===== src/rtl/move_cmd_scheduler_pkg.sv =====
// Shared types for the move command scheduler: direction codes and issue FSM states.
package move_cmd_scheduler_pkg;

  typedef enum logic [1:0] {
    DIR_NONE     = 2'd0,
    DIR_STRAIGHT = 2'd1,
    DIR_LEFT     = 2'd2,
    DIR_RIGHT    = 2'd3
  } dir_e;

  typedef enum logic [1:0] {
    ST_IDLE  = 2'd0,
    ST_ISSUE = 2'd1,
    ST_GAP   = 2'd2
  } issue_st_e;

  // Counter width that always holds 0..n-1, with at least one bit.
  function automatic int cnt_w(input int n);
    return (n > 1) ? $clog2(n) : 1;
  endfunction

endpackage


===== src/rtl/move_cmd_scheduler_if.sv =====
// Move handshake towards the game core: direction plus valid/ready.
interface move_cmd_scheduler_if;
  logic [1:0] mv_dir;
  logic       mv_valid;
  logic       mv_ready;

  modport master (output mv_dir, output mv_valid, input mv_ready);
  modport slave  (input mv_dir, input mv_valid, output mv_ready);
endinterface


===== src/rtl/move_cmd_scheduler_fifo.sv =====
// Small direction FIFO with flush; a push while full without a pop is dropped and flagged.
module move_fifo #(
  parameter int DEPTH = 4
) (
  input  logic                     clk,
  input  logic                     rst,
  input  logic                     flush,
  input  logic                     push,
  input  logic                     pop,
  input  logic [1:0]               wdata,
  output logic [1:0]               rdata,
  output logic [$clog2(DEPTH):0]   count,
  output logic                     empty,
  output logic                     drop
);
  localparam int AW = $clog2(DEPTH);
  localparam int CW = AW + 1;

  logic [DEPTH-1:0][1:0] mem;
  logic [AW-1:0]         wptr, rptr;
  logic                  full, do_push;

  assign full    = (count == CW'(DEPTH));
  assign empty   = (count == '0);
  // A pop on a full FIFO frees the slot the concurrent push lands in.
  assign do_push = push & (~full | pop);
  assign drop    = push & full & ~pop;
  assign rdata   = mem[rptr];

  always_ff @(posedge clk or negedge rst) begin
    if (!rst) begin
      mem   <= '0;
      wptr  <= '0;
      rptr  <= '0;
      count <= '0;
    end else if (flush) begin
      wptr  <= '0;
      rptr  <= '0;
      count <= '0;
    end else begin
      if (do_push) begin
        mem[wptr] <= wdata;
        wptr      <= wptr + 1'b1;
      end
      if (pop) rptr <= rptr + 1'b1;
      case ({do_push, pop})
        2'b10:   count <= count + 1'b1;
        2'b01:   count <= count - 1'b1;
        default: ;
      endcase
    end
  end

endmodule


===== src/rtl/move_cmd_scheduler.sv =====
// Turns decoder key presses (plus auto-repeat while held) into paced moves for the game core.
module move_cmd_scheduler
  import move_cmd_scheduler_pkg::*;
#(
  parameter int DEPTH         = 4,
  parameter int GAP_CYCLES    = 5_000_000,
  parameter int REPEAT_CYCLES = 25_000_000
) (
  input  logic                   clk,
  input  logic                   rst,
  input  logic                   enable,
  input  logic [1:0]             key_data,
  input  logic                   key_signal,
  move_cmd_scheduler_if.master   mv,
  output logic [$clog2(DEPTH):0] fifo_count,
  output logic                   overflow
);
  localparam int GAP_W = cnt_w(GAP_CYCLES);

  logic             sig_q, press, rpt_hit, push, pop;
  logic             fifo_empty, fifo_drop;
  logic [1:0]       head, mv_dir_nxt;
  logic             mv_valid_nxt;
  logic [GAP_W-1:0] gap_cnt;
  issue_st_e        state, state_nxt;

  assign press = key_signal & ~sig_q & enable;
  assign push  = (press | rpt_hit) & (key_data != DIR_NONE);

  always_ff @(posedge clk or negedge rst) begin
    if (!rst) sig_q <= 1'b0;
    else      sig_q <= key_signal;
  end

  generate
    if (REPEAT_CYCLES > 0) begin : g_rpt
      localparam int RPT_W = cnt_w(REPEAT_CYCLES);
      logic [RPT_W-1:0] rpt_cnt;

      // A press restarts the hold timer, so press and repeat never coincide.
      assign rpt_hit = enable & key_signal & ~press &
                       (rpt_cnt == RPT_W'(REPEAT_CYCLES - 1));

      always_ff @(posedge clk or negedge rst) begin
        if (!rst)                               rpt_cnt <= '0;
        else if (!enable || press || !key_signal) rpt_cnt <= '0;
        else if (rpt_hit)                       rpt_cnt <= '0;
        else                                    rpt_cnt <= rpt_cnt + 1'b1;
      end
    end else begin : g_no_rpt
      assign rpt_hit = 1'b0;
    end
  endgenerate

  move_fifo #(.DEPTH(DEPTH)) u_fifo (
    .clk   (clk),
    .rst   (rst),
    .flush (~enable),
    .push  (push),
    .pop   (pop),
    .wdata (key_data),
    .rdata (head),
    .count (fifo_count),
    .empty (fifo_empty),
    .drop  (fifo_drop)
  );

  always_comb begin
    state_nxt    = state;
    pop          = 1'b0;
    mv_valid_nxt = mv.mv_valid;
    mv_dir_nxt   = mv.mv_dir;
    if (!enable) begin
      state_nxt    = ST_IDLE;
      mv_valid_nxt = 1'b0;
    end else begin
      case (state)
        ST_IDLE: if (!fifo_empty) begin
          pop          = 1'b1;
          mv_dir_nxt   = head;
          mv_valid_nxt = 1'b1;
          state_nxt    = ST_ISSUE;
        end
        ST_ISSUE: if (mv.mv_ready) begin
          mv_valid_nxt = 1'b0;
          state_nxt    = ST_GAP;
        end
        ST_GAP: if (gap_cnt == GAP_W'(GAP_CYCLES - 1)) state_nxt = ST_IDLE;
        default: state_nxt = ST_IDLE;
      endcase
    end
  end

  always_ff @(posedge clk or negedge rst) begin
    if (!rst) begin
      state       <= ST_IDLE;
      mv.mv_valid <= 1'b0;
      mv.mv_dir   <= DIR_NONE;
    end else begin
      state       <= state_nxt;
      mv.mv_valid <= mv_valid_nxt;
      mv.mv_dir   <= mv_dir_nxt;
    end
  end

  // Held at zero outside GAP so the gap always starts from a clean count.
  always_ff @(posedge clk or negedge rst) begin
    if (!rst)                            gap_cnt <= '0;
    else if (!enable || state != ST_GAP) gap_cnt <= '0;
    else                                 gap_cnt <= gap_cnt + 1'b1;
  end

  always_ff @(posedge clk or negedge rst) begin
    if (!rst)           overflow <= 1'b0;
    else if (!enable)   overflow <= 1'b0;
    else if (fifo_drop) overflow <= 1'b1;
  end

endmodule


===== src/flat_wrapper.sv =====
// flat-port wrapper written by rule: the top's interface ports become plain ports
module move_cmd_scheduler_flat import move_cmd_scheduler_pkg::*;
#(
  parameter int DEPTH         = 4,
  parameter int GAP_CYCLES    = 5_000_000,
  parameter int REPEAT_CYCLES = 25_000_000
)
  (clk, rst, enable, key_data, key_signal, fifo_count, overflow, mv_mv_dir, mv_mv_valid, mv_mv_ready);
  move_cmd_scheduler_if mv_i ();
  input  logic clk;
  input  logic rst;
  input  logic enable;
  input  logic [1:0] key_data;
  input  logic key_signal;
  output logic [$clog2(DEPTH):0] fifo_count;
  output logic overflow;
  output wire logic [$bits(mv_i.mv_dir)-1:0] mv_mv_dir;
  output wire logic [$bits(mv_i.mv_valid)-1:0] mv_mv_valid;
  input wire logic [$bits(mv_i.mv_ready)-1:0] mv_mv_ready;
  assign mv_mv_dir = mv_i.mv_dir;
  assign mv_mv_valid = mv_i.mv_valid;
  assign mv_i.mv_ready = mv_mv_ready;
  move_cmd_scheduler #(.DEPTH(DEPTH), .GAP_CYCLES(GAP_CYCLES), .REPEAT_CYCLES(REPEAT_CYCLES)) u_core (.clk(clk), .rst(rst), .enable(enable), .key_data(key_data), .key_signal(key_signal), .mv(mv_i), .fifo_count(fifo_count), .overflow(overflow));
endmodule

===== config.mk =====
export PLATFORM = sky130hd
export DESIGN_NAME = move_cmd_scheduler_flat
export DESIGN_NICKNAME = d
export VERILOG_FILES = /design/src/rtl/move_cmd_scheduler_pkg.sv /design/src/rtl/move_cmd_scheduler_if.sv /design/src/rtl/move_cmd_scheduler_fifo.sv /design/src/rtl/move_cmd_scheduler.sv /design/src/flat_wrapper.sv
export SDC_FILE = /design/constraint.sdc
export NUM_CORES = 1
export LEC_CHECK = 0
export BUFFER_PORTS_ARGS = -buffer_cell sky130_fd_sc_hd__buf_2
export CORE_MARGIN = 2
export CORE_UTILIZATION = 55
export CTS_CLUSTER_DIAMETER = 120
export CTS_CLUSTER_SIZE = 25
export DETAILED_ROUTE_END_ITERATION = 10
export PLACE_DENSITY = 0.72
export SYNTH_ARGS = -nofsm -noshare
export SYNTH_HDL_FRONTEND = slang
export SYNTH_SLANG_ARGS = --single-unit

===== constraint.sdc =====
create_clock -name clk -period 5.5 [get_ports clk]
set_input_delay 1.1 -clock clk [delete_from_list [all_inputs] [get_ports clk]]
set_output_delay 1.1 -clock clk [all_outputs]
set_load 0.01 [all_outputs]

==> results of run 1 <==
## through the flow
step	util	area [µm²]	hold slack [ns]	power, mW
after floorplan	-	3450	0.448	0.768
after global placement	0.597	3570	0.471	0.829
after detailed placement	0.597	3570	0.480	0.836
after CTS	0.626	3750	0.496	1.21
after global routing	0.626	3750	0.502	1.26
final	0.626	3750	0.490	1.20
## path summary, 6_finish.rpt
path	from	endpoint	slack, ns	depth (start not counted)
setup reg to reg	u_core.g_rpt.rpt_cnt[0]	u_core.u_fifo.count[2]	2.62	10
hold / removal	u_core.gap_cnt[0]	u_core.gap_cnt[0]	0.49	1
min in group asynchronous	rst	u_core.gap_cnt[2]	0.95	2
hold reg to reg	u_core.gap_cnt[0]	u_core.gap_cnt[0]	0.49	1
max in group asynchronous	rst	u_core.gap_cnt[22]	3.98	2
setup / recovery	enable	u_core.u_fifo.count[2]	2.41	10
## cells in the mapped netlist, drive strengths merged (8+ instances only)
| master | count | area (µm²) |
|---|---|---|
| dfrtp | 70 | 1750 |
| nor2 | 63 | 236 |
| xor2 | 32 | 280 |
| nand2 | 29 | 109 |
| nand3 | 20 | 100 |
| and3 | 12 | 75.1 |
| nand4 | 11 | 75.1 |
| xnor2 | 11 | 96.3 |
| a21oi | 10 | 50.1 |
| mux2 | 10 | 113 |
| nor4 | 8 | 50.1 |
## flip-flops by register name, indices dropped and copies added (netlist names)
register and cells:
u_core.mv.mv_dir 2, u_core.u_fifo.count 3, u_core.overflow 1, u_core.sig_q 1, u_core.u_fifo.rptr 2, u_core.g_rpt.rpt_cnt 25, u_core.u_fifo.wptr 2, u_core.state 2
u_core.u_fifo.mem 8, u_core.gap_cnt 23, u_core.mv.mv_valid 1
## placed cells by master (no fill, tap or decap), types with 3 or more instances in the layout
cell,count
a21oi_1,10
and4_1,5
nor4_1,8
nand4_1,10
or3_1,3
xnor2_1,11
mux2_2,8
nand3_1,20
ha_1,6
clkbuf_8,12
nor2_1,63
nand2_1,29
nor3_1,6
buf_2,13
dfrtp_1,70
inv_1,7
o21ai_0,6
and3_1,12
xor2_1,32
nor4b_1,3
## logic make-up after synthesis
logic type | count (synthesis) | share of synthesized area
AOI/OAI and AO/OA | 22 | 0.0403
xor gates and xnor gates | 43 | 0.109
adders and majority gates | 7 | 0.0276
buffers and inverters | 17 | 0.0200
DFF | 70 | 0.508
muxes | 13 | 0.0486
and+or+nand+nor | 171 | 0.246
## worst max-delay path: stages
cell	delay, ns
buf_2	0.17
and3_1	0.20
nand3_1	0.11
or3_4	0.42
a21oi_1	0.21
nor2_1	0.09
fa_1	0.39
or3_1	0.40
a21oi_1	0.16
nor3b_1	0.06
## power by group
part	switching [mW]	internal [mW]	total, mW
registers	0.0475	0.559	0.606
logic	0.112	0.106	0.218
clock network	0.178	0.195	0.373
## final cells by class
| class | instances | share of cell area |
|---|---|---|
| Sequential cell | 70 | 0.467 |
| Timing Repair Buffer | 14 | 0.0194 |
| Tap cell | 75 | 0.0250 |
| Clock buffer | 13 | 0.0451 |
| Clock inverter | 1 | 0.00134 |
| Multi-Input combinational cell | 256 | 0.434 |
| Inverter | 8 | 0.00801 |
## metal layers
| metal | routed length [µm] | GRT usage | vias up | part of all wire |
|---|---|---|---|---|
| li1 | - | - | 1213 | - |
| met1 | 2810 | 0.220 | 1167 | 0.46 |
| met2 | 3000 | 0.326 | 26 | 0.49 |
| met3 | 150 | 0.0467 | 9 | 0.025 |
| met4 | 104 | 0.0820 | 0 | 0.017 |
| met5 | 0 | 0 | - | 0 |
==> flow_summary.yaml, run 1 <==
synthesis:
  synth_warnings: 0
  synth_seq_cells: 70
  synth_nets: 357
  synth_cell_types: 39
  syn_inst: 343
  yosysSeqAreaShare: 0.508
  synthFlopType: "dfrtp_1"
  postSynth.asyncResetShare: 1.00
  syn_avg_cell_area_um2: 10.0
  syn_area_um2: 3450
  synth_edf_count: 0
clocking:
  h-tree-depth: 3
  cts_buffer_depth: 2
  clock_sinks: 70
  cts_tree: "done"
  cts.clk_slew.worst_paths_ns: 0.07
  clock_latency_ns: 0.34
  cts_setup_buffers: 0
  cts_buffers: 9
  cts-root-buf: "clkbuf_8"
  cts_resized: 0
  cts_hold_buffers: 0
die:
  dieArea_um2: 6920
  start_util: 0.575
  ios: 14
  row_count: 28
  die_w_um: 83.2
  core_um2: 5990
  die_h_um: 83.2
sta:
  finalSetupViolations: 0
  fin_crit_ns: 3.09
  slew_violations: 0
  fmax_mhz: 323
  fin_skew_ns: 0.00637
  fin_crit_sh: 0.562
  fin_setup_tns_ns: 0
  tightestPinTransition_ns: 0.869
  hold_viol: 0
  rsz0062_at_grt: "false"
  setup_ws_ns: 2.41
  relSlewSlack: 0.421
pwr:
  leakagePower_nw: 1.62
  power_per_cell_area_nw_per_um2: 319
  ir_drop_uv: 297
routing:
  routed_wl_mm: 6.07
  drc: 0
  wl_per_cell_um: 13.9
  via_per_inst: 5.53
  ant_nets: 0
  drt_iter0_drc: 75
  firstDrtPassIters: 4
  vias: 2415
worst_setup_path:
  critical_path_arrival_ns: 3.32
  cp-end-kind: "flop"
  required_ns: 5.73
  worst-setup-path-type: "in -> reg"
  start_kind: "input pin"
  critPathMaxFanout: 8
global_routing:
  grt_remaining_overflow: 0
  grt_max_degree: 71
  grt_pass1_vias: 2467
  grt_pass1_wl_mm: 10.6
  grt.total_usage: 0.188
  antenna_found_initial: 0
layout:
  area_growth_pct: 8.75
  nNetsFinal: 373
  layout-drive-gt1-share: 0.122
  fillers: 482
  ff_latch_area_um2: 1750
  insertedDiodeCount: 0
  multi_input_area_um2: 1630
  fin_cells: 437
placement:
  dp_cells: 423
  pre_cts_ws_ns: 2.07
  post-dp-hpwl_mm: 4.11
  place.gp.congestion: 0.883
  io_buffers: 13
hold_path:
  hold_path.class: "reg -> reg"
run:
  drv_cap: 0
outcome:
  status: "finished, final reports clean"
(Power assumes the default switching activity.)
==> inputs of run 2 (changes only) <==
==> constraint.sdc (replaced) <==
create_clock -name clk -period 3.14 [get_ports clk]
set_input_delay 0.628 -clock clk [delete_from_list [all_inputs] [get_ports clk]]
set_output_delay 0.628 -clock clk [all_outputs]
set_load 0.01 [all_outputs]
==> flow_summary.yaml, run 2 (synthesized netlist as in run 1, its figures left out) <==
outcome:
  status: "finished, final reports clean"
placement:
  io_buffers: 13
  place_area_um2: 3600
  place.gp.congestion: 0.767
  dp_cells: 426
  post-dp-hpwl_mm: 4.56
run:
  drv_cap: 0
clocking:
  h-tree-depth: 3
  cts_hold_buffers: 0
  cts.clk_slew.worst_paths_ns: 0.08
  cts_buffer_depth: 2
  cts_tree: "done"
  clock_sinks: 70
  cts-root-buf: "clkbuf_8"
  cts_resized: 0
  clock_latency_ns: 0.35
  cts_buffers: 9
  cts_setup_buffers: 0
hold_path:
  hold_path.class: "in -> async"
routing:
  firstDrtPassIters: 4
  ant_nets: 0
  via_per_inst: 5.59
  routed_wl_mm: 6.42
  vias: 2470
  wl_per_cell_um: 14.5
  drc: 0
  drt_iter0_drc: 105
global_routing:
  use_met1: 0.260
  antenna_found_initial: 0
  grt_pass1_vias: 2571
  grt_pass1_wl_mm: 11.6
  met3_usage: 0.0636
  grt.met2_usage: 0.342
  grt_max_degree: 40
  busiest_layer: "met2"
  grt_remaining_overflow: 0
  grt.total_usage: 0.209
worst_setup_path:
  required_ns: 3.39
  worst-setup-path-type: "reg -> reg"
  critPathMaxFanout: 6
  critical_path_arrival_ns: 3.18
  cp-end-kind: "flop"
  start_kind: "flop"
pwr:
  power_per_cell_area_nw_per_um2: 625
  ir_drop_uv: 467
  leakagePower_nw: 1.67
layout:
  design_area_um2: 3870
  area_growth_pct: 12.2
  layout-drive-gt1-share: 0.136
  regMostFlops: "u_core.g_rpt.rpt_cnt"
  nNetsFinal: 376
  final_cell_mix: "dfrtp_1 (70), nor2_1 (63), xor2_1 (32), nand2_1 (29), nand3_1 (20)"
  insertedDiodeCount: 0
  layout_top_registers: "u_core.g_rpt.rpt_cnt: 25 flops, u_core.gap_cnt: 23 flops, u_core.u_fifo.mem: 8 flops"
  largest_reg_flops: 25
  layout_commonest_cell: "dfrtp_1"
  fin_cells: 442
die:
  dieArea_um2: 6920
  row_count: 28
  die_w_um: 83.2
  core_um2: 5990
  ios: 14
  die_h_um: 83.2
  start_util: 0.575
sta:
  fin_crit_ns: 2.92
  fmax_mhz: 342
  relSlewSlack: 0.429
  tightestPinTransition_ns: 0.854
  fin_crit_sh: 0.931
  slew_violations: 0
  finalSetupViolations: 0
  fin_skew_ns: 0.00999
  fin_setup_tns_ns: 0
  rsz0062_at_grt: "false"
  hold_viol: 0
[run 2: layer usage]
metal	share of wire	vias up	wire (µm)
li1	-	1219	-
met1	0.45	1200	2880
met2	0.49	36	3180
met3	0.035	15	228
met4	0.021	0	132
met5	0	-	0
[run 2: worst paths after layout]
| check | startpoint | end | slack (ns) | cells past startpoint |
|---|---|---|---|---|
| worst max register to register | u_core.g_rpt.rpt_cnt[0] | u_core.u_fifo.count[2] | 0.22 | 10 |
| worst min-delay path | rst | u_core.g_rpt.rpt_cnt[3] | 0.38 | 1 |
| min in group clk | key_signal | u_core.sig_q | 0.42 | 1 |
| worst max-delay path | u_core.g_rpt.rpt_cnt[0] | u_core.u_fifo.count[2] | 0.22 | 10 |
| max in group asynchronous | rst | u_core.mv.mv_dir[1] | 2.00 | 2 |
| worst min register to register | u_core.mv.mv_dir[0] | u_core.mv.mv_dir[0] | 0.50 | 1 |
[run 2: critical path: stages, from the launching register on]
cell	delay, ns
dfrtp_1	0.42
ha_1	0.31
and2_1	0.22
nand4_2	0.14
or3_4	0.39
a21oi_1	0.20
nor2_1	0.09
fa_1	0.38
or3_1	0.41
nand3_1	0.10
nor3b_1	0.20
[run 2: per-stage QoR]
stage	power (mW)	worst slack, ns	util	hold slack, ns
3_5_place_dp	1.47	0.149	0.600	0.487
6_report	2.42	0.218	0.646	0.384
5_1_grt	2.54	0.0349	0.646	0.404
4_1_cts	2.45	0.209	0.646	0.395
2_1_floorplan	1.35	0.377	-	0.332
3_3_place_gp	1.46	0.285	0.600	0.477
[run 2: power breakdown]
part	switching [mW]	leakage (nW)	internal, mW
Sequential	0.0824	0.960	0.978
Combinational	0.206	0.577	0.188
Clock	0.334	0.132	0.628
Total	0.622	1.67	1.79
[run 2: area by class of cell]
type	instances	area (µm²)
Sequential cell	70	1750
Tap cell	75	93.8
Clock buffer	10	138
Clock inverter	6	133
Timing Repair Buffer	17	95.1
Multi-Input combinational cell	256	1630
Fill cell	490	2120
Inverter	8	30.0
==> inputs of run 3 (changes only) <==
--- a/config.mk
+++ b/config.mk
@@ -7,11 +7,11 @@
 export LEC_CHECK = 0
 export BUFFER_PORTS_ARGS = -buffer_cell sky130_fd_sc_hd__buf_2
 export CORE_MARGIN = 2
-export CORE_UTILIZATION = 55
+export CORE_UTILIZATION = 60
 export CTS_CLUSTER_DIAMETER = 120
 export CTS_CLUSTER_SIZE = 25
 export DETAILED_ROUTE_END_ITERATION = 10
-export PLACE_DENSITY = 0.72
+export PLACE_DENSITY = 0.82
 export SYNTH_ARGS = -nofsm -noshare
 export SYNTH_HDL_FRONTEND = slang
 export SYNTH_SLANG_ARGS = --single-unit
==> flow_summary.yaml, run 3 (synthesized netlist as in run 1, its figures left out) <==
layout:
  largest_reg_flops: 25
  nNetsFinal: 374
  insertedDiodeCount: 0
  final_cell_mix: "dfrtp_1 (70), nor2_1 (63), xor2_1 (32), nand2_1 (29), nand3_1 (20)"
  layout-drive-gt1-share: 0.132
  area_growth_pct: 10.6
  layout_commonest_cell: "dfrtp_1"
  regMostFlops: "u_core.g_rpt.rpt_cnt"
  layout_top_registers: "u_core.g_rpt.rpt_cnt: 25 flops, u_core.gap_cnt: 23 flops, u_core.u_fifo.mem: 8 flops"
  fin_cells: 437
routing:
  vias: 2503
  firstDrtPassIters: 4
  routed_wl_mm: 6.33
  via_per_inst: 5.73
  drc: 0
  wl_per_cell_um: 14.5
  drt_iter0_drc: 134
  ant_nets: 0
sta:
  fin_setup_tns_ns: 0
  hold_viol: 0
  fmax_mhz: 349
  rsz0062_at_grt: "false"
  slew_violations: 0
  relSlewSlack: 0.395
  finalSetupViolations: 0
  tightestPinTransition_ns: 0.904
  setup_ws_ns: 0.278
  fin_crit_sh: 0.912
  fin_crit_ns: 2.86
  fin_skew_ns: 0.0119
clocking:
  cts_tree: "done"
  cts.clk_slew.worst_paths_ns: 0.08
  cts_buffers: 9
  clock_latency_ns: 0.35
  cts_setup_buffers: 0
  h-tree-depth: 3
  cts_buffer_depth: 2
  clock_sinks: 70
  cts_hold_buffers: 0
  cts-root-buf: "clkbuf_8"
  cts_resized: 0
global_routing:
  grt_max_degree: 71
  grt_remaining_overflow: 0
  antenna_found_initial: 0
  grt_pass1_wl_mm: 11.1
  grt_pass1_vias: 2462
  grt.total_usage: 0.229
hold_path:
  hold_path.class: "in -> reg"
  holdPathStages: 1
  holdCritStartpoint: "key_signal"
  whs_endpoint: "u_core.sig_q"
worst_setup_path:
  critPathMaxFanout: 6
  cp-end-kind: "flop"
  critical_path_arrival_ns: 3.10
  required_ns: 3.38
  start_kind: "flop"
  reg2reg_depth: 9
  worst-setup-path-type: "reg -> reg"
  r2r-end: "u_core.u_fifo.count[2]"
  rr_startpoint: "u_core.g_rpt.rpt_cnt[6]"
  ff2ff_setup_slack_ns: 0.28
  worstSetupStartpoint: "u_core.g_rpt.rpt_cnt[6]"
run:
  drv_cap: 0
die:
  dieArea_um2: 6370
  start_util: 0.622
  row_count: 27
  core_um2: 5540
  die_h_um: 79.8
  die_w_um: 79.8
  ios: 14
pwr:
  ir_drop_uv: 416
  leakagePower_nw: 1.64
  power_per_cell_area_nw_per_um2: 601
placement:
  place.gp.congestion: 0.830
  post-dp-hpwl_mm: 4.35
  io_buffers: 13
  pre_cts_ws_ns: 0.179
  dp_cells: 421
outcome:
  status: "finished, final reports clean"
[run 3: changes by cell type in the layout (fill, tap and decap cells not counted), sizes merged]
cell / change
bufinv: -2
clkbuf: +1
clkinv: +1
buf: -2
[run 3: power by group]
part,internal (mW),switching [mW]
clock,0.491,0.346
sequential,0.978,0.0850
combinational,0.187,0.203
total,1.66,0.634
[run 3: layer usage]
metal / up-vias / GRT usage / wire, µm
met1: 1251 / 0.301 / 2970
met2: 27 / 0.370 / 3080
met5: - / 0 / 0
li1: 1213 / - / -
met3: 12 / 0.0452 / 182
met4: 0 / 0.102 / 102
[run 3: critical path, stage by stage, from the launching register on]
cell,delay (ns)
dfrtp_1,0.44
nor4_1,0.38
nand3b_1,0.18
or3_4,0.46
a21oi_1,0.20
nor2_1,0.09
fa_1,0.38
or3_1,0.40
a21oi_1,0.16
nor3b_1,0.07
[run 3: area by class of cell]
type,count,area (µm²)
Clock buffer,11,151
Clock inverter,5,81.3
Fill cell,403,1730
Inverter,8,30.0
Multi-Input combinational cell,256,1630
Sequential cell,70,1750
Tap cell,72,90.1
Timing Repair Buffer,15,80.1
[run 3: worst max path at each step]
stage,end,slack [ns],depth (start not counted)
3_5_place_dp,u_core.u_fifo.count[2],0.18,10
3_3_place_gp,u_core.u_fifo.count[2],0.27,10
6_report,u_core.u_fifo.count[2],0.28,9
4_1_cts,u_core.u_fifo.count[2],0.31,10
5_1_grt,u_core.u_fifo.count[2],0.09,10
2_1_floorplan,u_core.u_fifo.count[2],0.38,10
[run 3: per-stage QoR]
step | hold slack (ns) | cell area [µm²] | utilization | total power, mW
3_5_place_dp | 0.483 | 3580 | 0.646 | 1.47
6_report | 0.430 | 3810 | 0.688 | 2.29
5_1_grt | 0.425 | 3810 | 0.688 | 2.41
4_1_cts | 0.413 | 3810 | 0.688 | 2.31
3_3_place_gp | 0.473 | 3580 | 0.646 | 1.45
2_1_floorplan | 0.332 | 3450 | - | 1.35
